===== config.mk =====
export PLATFORM = sky130hd
export DESIGN_NAME = scanchain_write_arbiter
export DESIGN_NICKNAME = d
export VERILOG_FILES = /design/src/rtl/scanchain_write_arbiter.sv
export SDC_FILE = /design/constraint.sdc
export NUM_CORES = 1
export LEC_CHECK = 0
export CORE_AREA = 10 10 209 211
export DETAILED_ROUTE_END_ITERATION = 10
export DIE_AREA = 0 0 219 221
export GPL_TIMING_DRIVEN = 0
export PLACE_DENSITY = 0.69
export SLEW_MARGIN = 10
export SYNTH_ARGS = -nofsm -noshare
export SYNTH_HDL_FRONTEND = slang
export SYNTH_SLANG_ARGS = --single-unit

===== constraint.sdc =====
create_clock -name clk -period 1.6 [get_ports clk]
set_input_delay 0.32 -clock clk [delete_from_list [all_inputs] [get_ports clk]]
set_output_delay 0.32 -clock clk [all_outputs]
set_load 0.03 [all_outputs]

===== src/rtl/scanchain_write_arbiter.sv =====
// Round-robin arbiter sharing one scanchain_writer between two requesters.
// Port 0 is the UART scan-chain client and port 1 is the on-board sequencer.
// The write goes out through a one-deep registered output stage.
// A requester can hold the grant across several writes with its lock input.
// An idle lock is released after LOCK_TIMEOUT cycles; 0 disables the timeout.
module scanchain_write_arbiter #(
    parameter int          ADDR_BITS    = 12,
    parameter int          PAYLOAD_BITS = 169,
    parameter int unsigned LOCK_TIMEOUT = 1_000_000
) (
    input  logic                    clk,
    input  logic                    reset,
    // port 0: UART scan-chain client
    input  logic                    req0_valid,
    output logic                    req0_ready,
    input  logic [ADDR_BITS-1:0]    req0_addr,
    input  logic [PAYLOAD_BITS-1:0] req0_payload,
    input  logic                    req0_reset,
    input  logic                    req0_lock,
    // port 1: on-board sequencer
    input  logic                    req1_valid,
    output logic                    req1_ready,
    input  logic [ADDR_BITS-1:0]    req1_addr,
    input  logic [PAYLOAD_BITS-1:0] req1_payload,
    input  logic                    req1_reset,
    input  logic                    req1_lock,
    // towards the scanchain_writer
    output logic                    write_valid,
    input  logic                    write_ready,
    output logic [ADDR_BITS-1:0]    write_addr,
    output logic [PAYLOAD_BITS-1:0] write_payload,
    output logic                    write_reset,
    // status
    output logic                    grant_id,
    output logic                    lock_active,
    output logic                    busy
);

    typedef enum logic {
        IDLE  = 1'b0,
        ISSUE = 1'b1
    } state_t;

    // Width of the lock timeout counter. It counts from 0 up to LOCK_TIMEOUT-1.
    localparam int                CNT_W    = (LOCK_TIMEOUT > 1) ? $clog2(LOCK_TIMEOUT) : 1;
    localparam bit                TMO_EN   = (LOCK_TIMEOUT > 0);
    localparam logic [CNT_W-1:0]  TMO_LAST = TMO_EN ? CNT_W'(LOCK_TIMEOUT - 1) : '0;

    state_t                  state_q, state_d;
    logic                    write_valid_q, write_valid_d;
    logic [ADDR_BITS-1:0]    write_addr_q, write_addr_d;
    logic [PAYLOAD_BITS-1:0] write_payload_q, write_payload_d;
    logic                    write_reset_q, write_reset_d;
    logic                    grant_id_q, grant_id_d;
    logic                    last_grant_q, last_grant_d;
    logic                    lock_active_q, lock_active_d;
    logic                    lock_owner_q, lock_owner_d;
    logic [CNT_W-1:0]        tmo_cnt_q, tmo_cnt_d;

    // Per-port views of the requester inputs, indexed by port number.
    logic [1:0]              valid_v;
    logic [1:0]              lock_v;
    logic [1:0]              eligible;
    logic [1:0]              ready_v;
    logic                    winner;
    logic                    any_eligible;
    logic                    accept;
    logic                    owner_valid;
    logic                    owner_lock;

    assign valid_v = {req1_valid, req0_valid};
    assign lock_v  = {req1_lock,  req0_lock};

    // While a lock is held only its owner may compete; a ready can only be
    // raised for the single winner while the output stage is empty.
    generate
        for (genvar gi = 0; gi < 2; gi++) begin : g_port
            assign eligible[gi] = valid_v[gi] & (~lock_active_q | (lock_owner_q == 1'(gi)));
            assign ready_v[gi]  = (state_q == IDLE) & eligible[gi] & (winner == 1'(gi));
        end
    endgenerate

    // Round-robin pick: a tie goes to the port that was not granted last.
    always_comb begin
        winner = eligible[1];
        if (eligible == 2'b11) begin
            winner = ~last_grant_q;
        end
    end

    assign any_eligible = |eligible;
    assign accept       = (state_q == IDLE) & any_eligible;
    assign owner_valid  = valid_v[lock_owner_q];
    assign owner_lock   = lock_v[lock_owner_q];

    assign req0_ready = ready_v[0];
    assign req1_ready = ready_v[1];

    // Next-state logic: the FSM, the output stage capture, lock bookkeeping
    // and the lock timeout counter.
    always_comb begin
        state_d         = state_q;
        write_valid_d   = write_valid_q;
        write_addr_d    = write_addr_q;
        write_payload_d = write_payload_q;
        write_reset_d   = write_reset_q;
        grant_id_d      = grant_id_q;
        last_grant_d    = last_grant_q;
        lock_active_d   = lock_active_q;
        lock_owner_d    = lock_owner_q;
        tmo_cnt_d       = tmo_cnt_q;

        if (!lock_active_q) begin
            tmo_cnt_d = '0;
        end

        unique case (state_q)
            IDLE: begin
                if (accept) begin
                    state_d         = ISSUE;
                    write_valid_d   = 1'b1;
                    write_addr_d    = winner ? req1_addr    : req0_addr;
                    write_payload_d = winner ? req1_payload : req0_payload;
                    write_reset_d   = winner ? req1_reset   : req0_reset;
                    grant_id_d      = winner;
                    last_grant_d    = winner;
                    tmo_cnt_d       = '0;
                    if (lock_v[winner]) begin
                        lock_active_d = 1'b1;
                        lock_owner_d  = winner;
                    end else if (lock_active_q && (lock_owner_q == winner)) begin
                        lock_active_d = 1'b0;
                    end
                end else if (lock_active_q && !owner_valid) begin
                    // Owner is idle: release if it dropped its lock, otherwise
                    // count towards the forced release.
                    if (!owner_lock) begin
                        lock_active_d = 1'b0;
                        tmo_cnt_d     = '0;
                    end else if (TMO_EN) begin
                        if (tmo_cnt_q == TMO_LAST) begin
                            lock_active_d = 1'b0;
                            tmo_cnt_d     = '0;
                        end else begin
                            tmo_cnt_d = tmo_cnt_q + CNT_W'(1);
                        end
                    end
                end
            end
            ISSUE: begin
                // Hold the registered write stable until the writer takes it.
                if (write_ready) begin
                    write_valid_d = 1'b0;
                    state_d       = IDLE;
                end
            end
            default: begin
                state_d = IDLE;
            end
        endcase
    end

    // State register with synchronous reset; a reset abandons any in-flight write.
    always_ff @(posedge clk) begin
        if (reset) begin
            state_q         <= IDLE;
            write_valid_q   <= 1'b0;
            write_addr_q    <= '0;
            write_payload_q <= '0;
            write_reset_q   <= 1'b0;
            grant_id_q      <= 1'b0;
            last_grant_q    <= 1'b1;
            lock_active_q   <= 1'b0;
            lock_owner_q    <= 1'b0;
            tmo_cnt_q       <= '0;
        end else begin
            state_q         <= state_d;
            write_valid_q   <= write_valid_d;
            write_addr_q    <= write_addr_d;
            write_payload_q <= write_payload_d;
            write_reset_q   <= write_reset_d;
            grant_id_q      <= grant_id_d;
            last_grant_q    <= last_grant_d;
            lock_active_q   <= lock_active_d;
            lock_owner_q    <= lock_owner_d;
            tmo_cnt_q       <= tmo_cnt_d;
        end
    end

    assign write_valid   = write_valid_q;
    assign write_addr    = write_addr_q;
    assign write_payload = write_payload_q;
    assign write_reset   = write_reset_q;
    assign grant_id      = grant_id_q;
    assign lock_active   = lock_active_q;
    assign busy          = (state_q == ISSUE);

endmodule

==> flow_summary.ini <==
[sta]
final.period_utilization_pct = 134
skew_ns = 0.00945
final_max_slew_viol_count = 0
hold_violations = 0
rsz0062_at_grt = yes
finalCriticalPeriod_ns = 2.15
maxSlewHeadroom_pct = 39.5
finalWorstSetupSlack_ns = -0.552
setup_viol = 205
max_freq_mhz = 465
hold_ws_ns = 0.404
tightest_slew_ns = 0.907

[yosys]
ys.flop_type = dfxtp_1
synth.avg_cell_area_sq_um = 9.52
synthArstFlopShare_pct = 0
synth_edf_count = 0
syn_inst = 981
synth.yosys.seq_area_share_pct = 44.6
ys_types = 48
synth-seq-cells = 208
synth_warnings = 0
syn_nets = 1353
netlist_area_sq_um = 9340

[drt]
wl_um = 49400
routedWlPerCell_um = 22.7
routed_via_density = 4.75
wl_met2_um = 25500
dr.pass1.iters = 5
dr_wl_met3_um = 3520
drtAntennaViolNets = 0
drc_errors = 0
drt_iter0_drc = 375
highest_layer = met4
dr_total_vias = 10345
m1WireLength_um = 19100

[status]
violations = negative setup slack
status = complete, but fails checks

[die]
die-area_sq_um = 48400
initial_utilization_pct = 23.7
io_pins = 559
rows = 73
die_h_um = 221
die_x_um = 219
core_area_sq_um = 39500

[final_layout]
ff_latch_area_sq_um = 4180
n_fill_cell = 3437
final_layout_size_suffix_gt1_share_pct = 24.0
n_antenna_cell = 0
areaGrowthSynthToFinish_pct = 112
fin_area_sq_um = 19800
nets = 2007
multi_input_area_sq_um = 6030
fin_util_pct = 50.2

[cts]
clock-sinks = 208
path_clk_slew_ns = 0.06
insertion_delay_ns = 0.52
root_buffer = clkbuf_16
cts_buffers = 24
h-tree-depth = 1
cts_tree = built
ctsLongestPathBuffers = 3

[place]
hpwl_um = 36400
place_area_sq_um = 15700
routabilityCongestion = 0.864
placement.io_buffers = 558

[grt]
grt_pass1_vias = 10870
grt_max_degree = 13
antenna_found_initial = 0
grtUsageTotal_pct = 18.5
overflow = 0
grt_pass1_wl_um = 69000

[hold_path]
holdCritStartpoint = write_ready
hold_class = in -> reg

[worst_setup_path]
critPathLaunch = lock_active$_SDFFE_PP0P_
worst_setup_path_start_kind = flip-flop
cp.arrival_ns = 1.83
cp.required_ns = 1.28
end_kind = output pin
path_max_fanout = 3
critical_path_class = reg -> out
r2r_start = lock_active$_SDFFE_PP0P_

[power]
power.density_nw_per_um2 = 986
worst_ir_drop_vdd_v = 0.000629
p_leak_nw = 10.1
finalPower_mw = 19.5

[job]
cap_violations = 0
timing repair:
| action | 4_1_cts | 5_1_grt |
|---|---|---|
| cloned | 17 | 3 |
| buffers inserted | 36 | 21 |
| hold buffers | 0 | 0 |
| setup endpoints to repair | 396 | 385 |
| gates resized for setup | 308 | 365 |
| pin swaps | 162 | 18 |
synthesized netlist by cell type, types with 2 or more instances:
library cell / n / share of area, %
o21ai_0: 3 / 0.16
and3_1: 3 / 0.20
buf_1: 6 / 0.24
a41oi_1: 5 / 0.47
nor2_1: 191 / 7.7
nor3_2: 2 / 0.21
a21o_1: 2 / 0.16
buf_6: 3 / 0.36
clkbuf_1: 52 / 2.1
a21oi_1: 16 / 0.86
buf_4: 15 / 1.2
buf_2: 14 / 0.75
mux2i_1: 187 / 20
nand4_1: 4 / 0.27
or2b_1: 4 / 0.32
a31oi_1: 14 / 0.94
nor3_1: 4 / 0.21
nand2_1: 18 / 0.72
nand2b_1: 2 / 0.13
nand3_1: 14 / 0.75
a211oi_1: 183 / 15
xnor2_1: 3 / 0.28
a22o_1: 4 / 0.38
dfxtp_1: 208 / 45
where the power goes:
part	internal, mW	switching, mW	leakage [nW]
Sequential	5.81	0.337	1.73
Combinational	3.83	3.97	7.94
Clock	3.34	2.23	0.396
Total	13.0	6.54	10.1
per-layer routing:
metal  GRT usage [%]  up-vias
met5               0        -
met2            33.6      421
met4            4.70        0
met3            5.06       72
li1                -     4919
met1            20.8     4933
layout make-up:
type / instances / area share (%)
clock buffers: 38 / 3.76
repair buffers: 634 / 36.4
clock inverters: 6 / 0.310
inverters: 1 / 0.0190
multi-input cells: 681 / 30.5
well taps: 525 / 3.32
plain buffers: 85 / 4.58
flip-flops and latches: 208 / 21.1
worst max-delay path, cell delays in order (launching register included):
cell      delay [ns]
dfxtp_4         0.36
buf_6           0.11
a21oi_4         0.03
o21ai_4         0.22
buf_12          0.13
buf_12          0.09
nor4bb_4        0.20
buf_6           0.17
registers in the layout, indices dropped and copies added (netlist names):
signal / flops
write_reset: 1
tmo_cnt_q: 20
lock_active: 1
busy: 1
write_payload: 169
write_addr: 12
grant_id: 1
write_valid: 1
last_grant_q: 1
lock_owner_q: 1
logic make-up after synthesis:
group	Yosys count	share of synthesized area, %
DFF	208	44.6
xor gates and xnor gates	3	0.281
adders and majority gates	1	0.134
and+or+nand+nor	255	11.6
muxes	188	20.2
buffers and inverters	92	4.85
AOI/OAI and AO/OA	234	18.3
stage by stage:
step / setup WS [ns] / cells / setup TNS [ns]
floorplan: -0.313 / 981 / -13.88
global placement: -1.50 / 2064 / -230.05
detailed placement: -1.50 / 2064 / -236.12
CTS: -0.689 / 2159 / -136.09
global route: -0.631 / 2178 / -83.09
finish: -0.552 / 2178 / -66.51
path summary, 6_finish.rpt:
check / end / slack (ns) / cells after the start
min reg2reg: tmo_cnt_q[18]$_SDFF_PP0_ / 0.49 / 1
min: write_valid$_SDFFE_PP0P_ / 0.40 / 2
max reg2reg: write_payload[66]$_SDFFE_PP0P_ / -0.54 / 12
max: req0_ready / -0.55 / 7
placed cells by master (no fill, tap or decap), types with 3 or more instances in the layout:
| cell | instances |
|---|---|
| o21ai_0 | 3 |
| buf_8 | 14 |
| xnor2_1 | 3 |
| a211oi_2 | 77 |
| mux2i_1 | 99 |
| clkbuf_1 | 21 |
| a211oi_1 | 106 |
| bufbuf_16 | 3 |
| clkdlybuf4s15_2 | 7 |
| a22o_1 | 4 |
| a41oi_1 | 5 |
| nor3_1 | 4 |
| dlymetal6s2s_1 | 174 |
| a21oi_1 | 10 |
| nor2_1 | 190 |
| buf_2 | 8 |
| dfxtp_1 | 201 |
| clkbuf_2 | 21 |
| clkinv_2 | 3 |
| nand4_1 | 4 |
| nand2_1 | 17 |
| buf_12 | 34 |
| dfxtp_2 | 4 |
| clkbuf_16 | 27 |
| buf_4 | 31 |
| buf_16 | 15 |
| a31oi_1 | 14 |
| a21oi_2 | 5 |
| buf_6 | 21 |
| and3_1 | 3 |
| clkbuf_4 | 4 |
| clkdlybuf4s50_1 | 369 |
| nand3_1 | 12 |
| or2b_1 | 4 |
| mux2i_2 | 37 |
| clkbuf_8 | 8 |
| dfxtp_4 | 3 |
| mux2i_4 | 51 |
(Power assumes the default switching activity.)
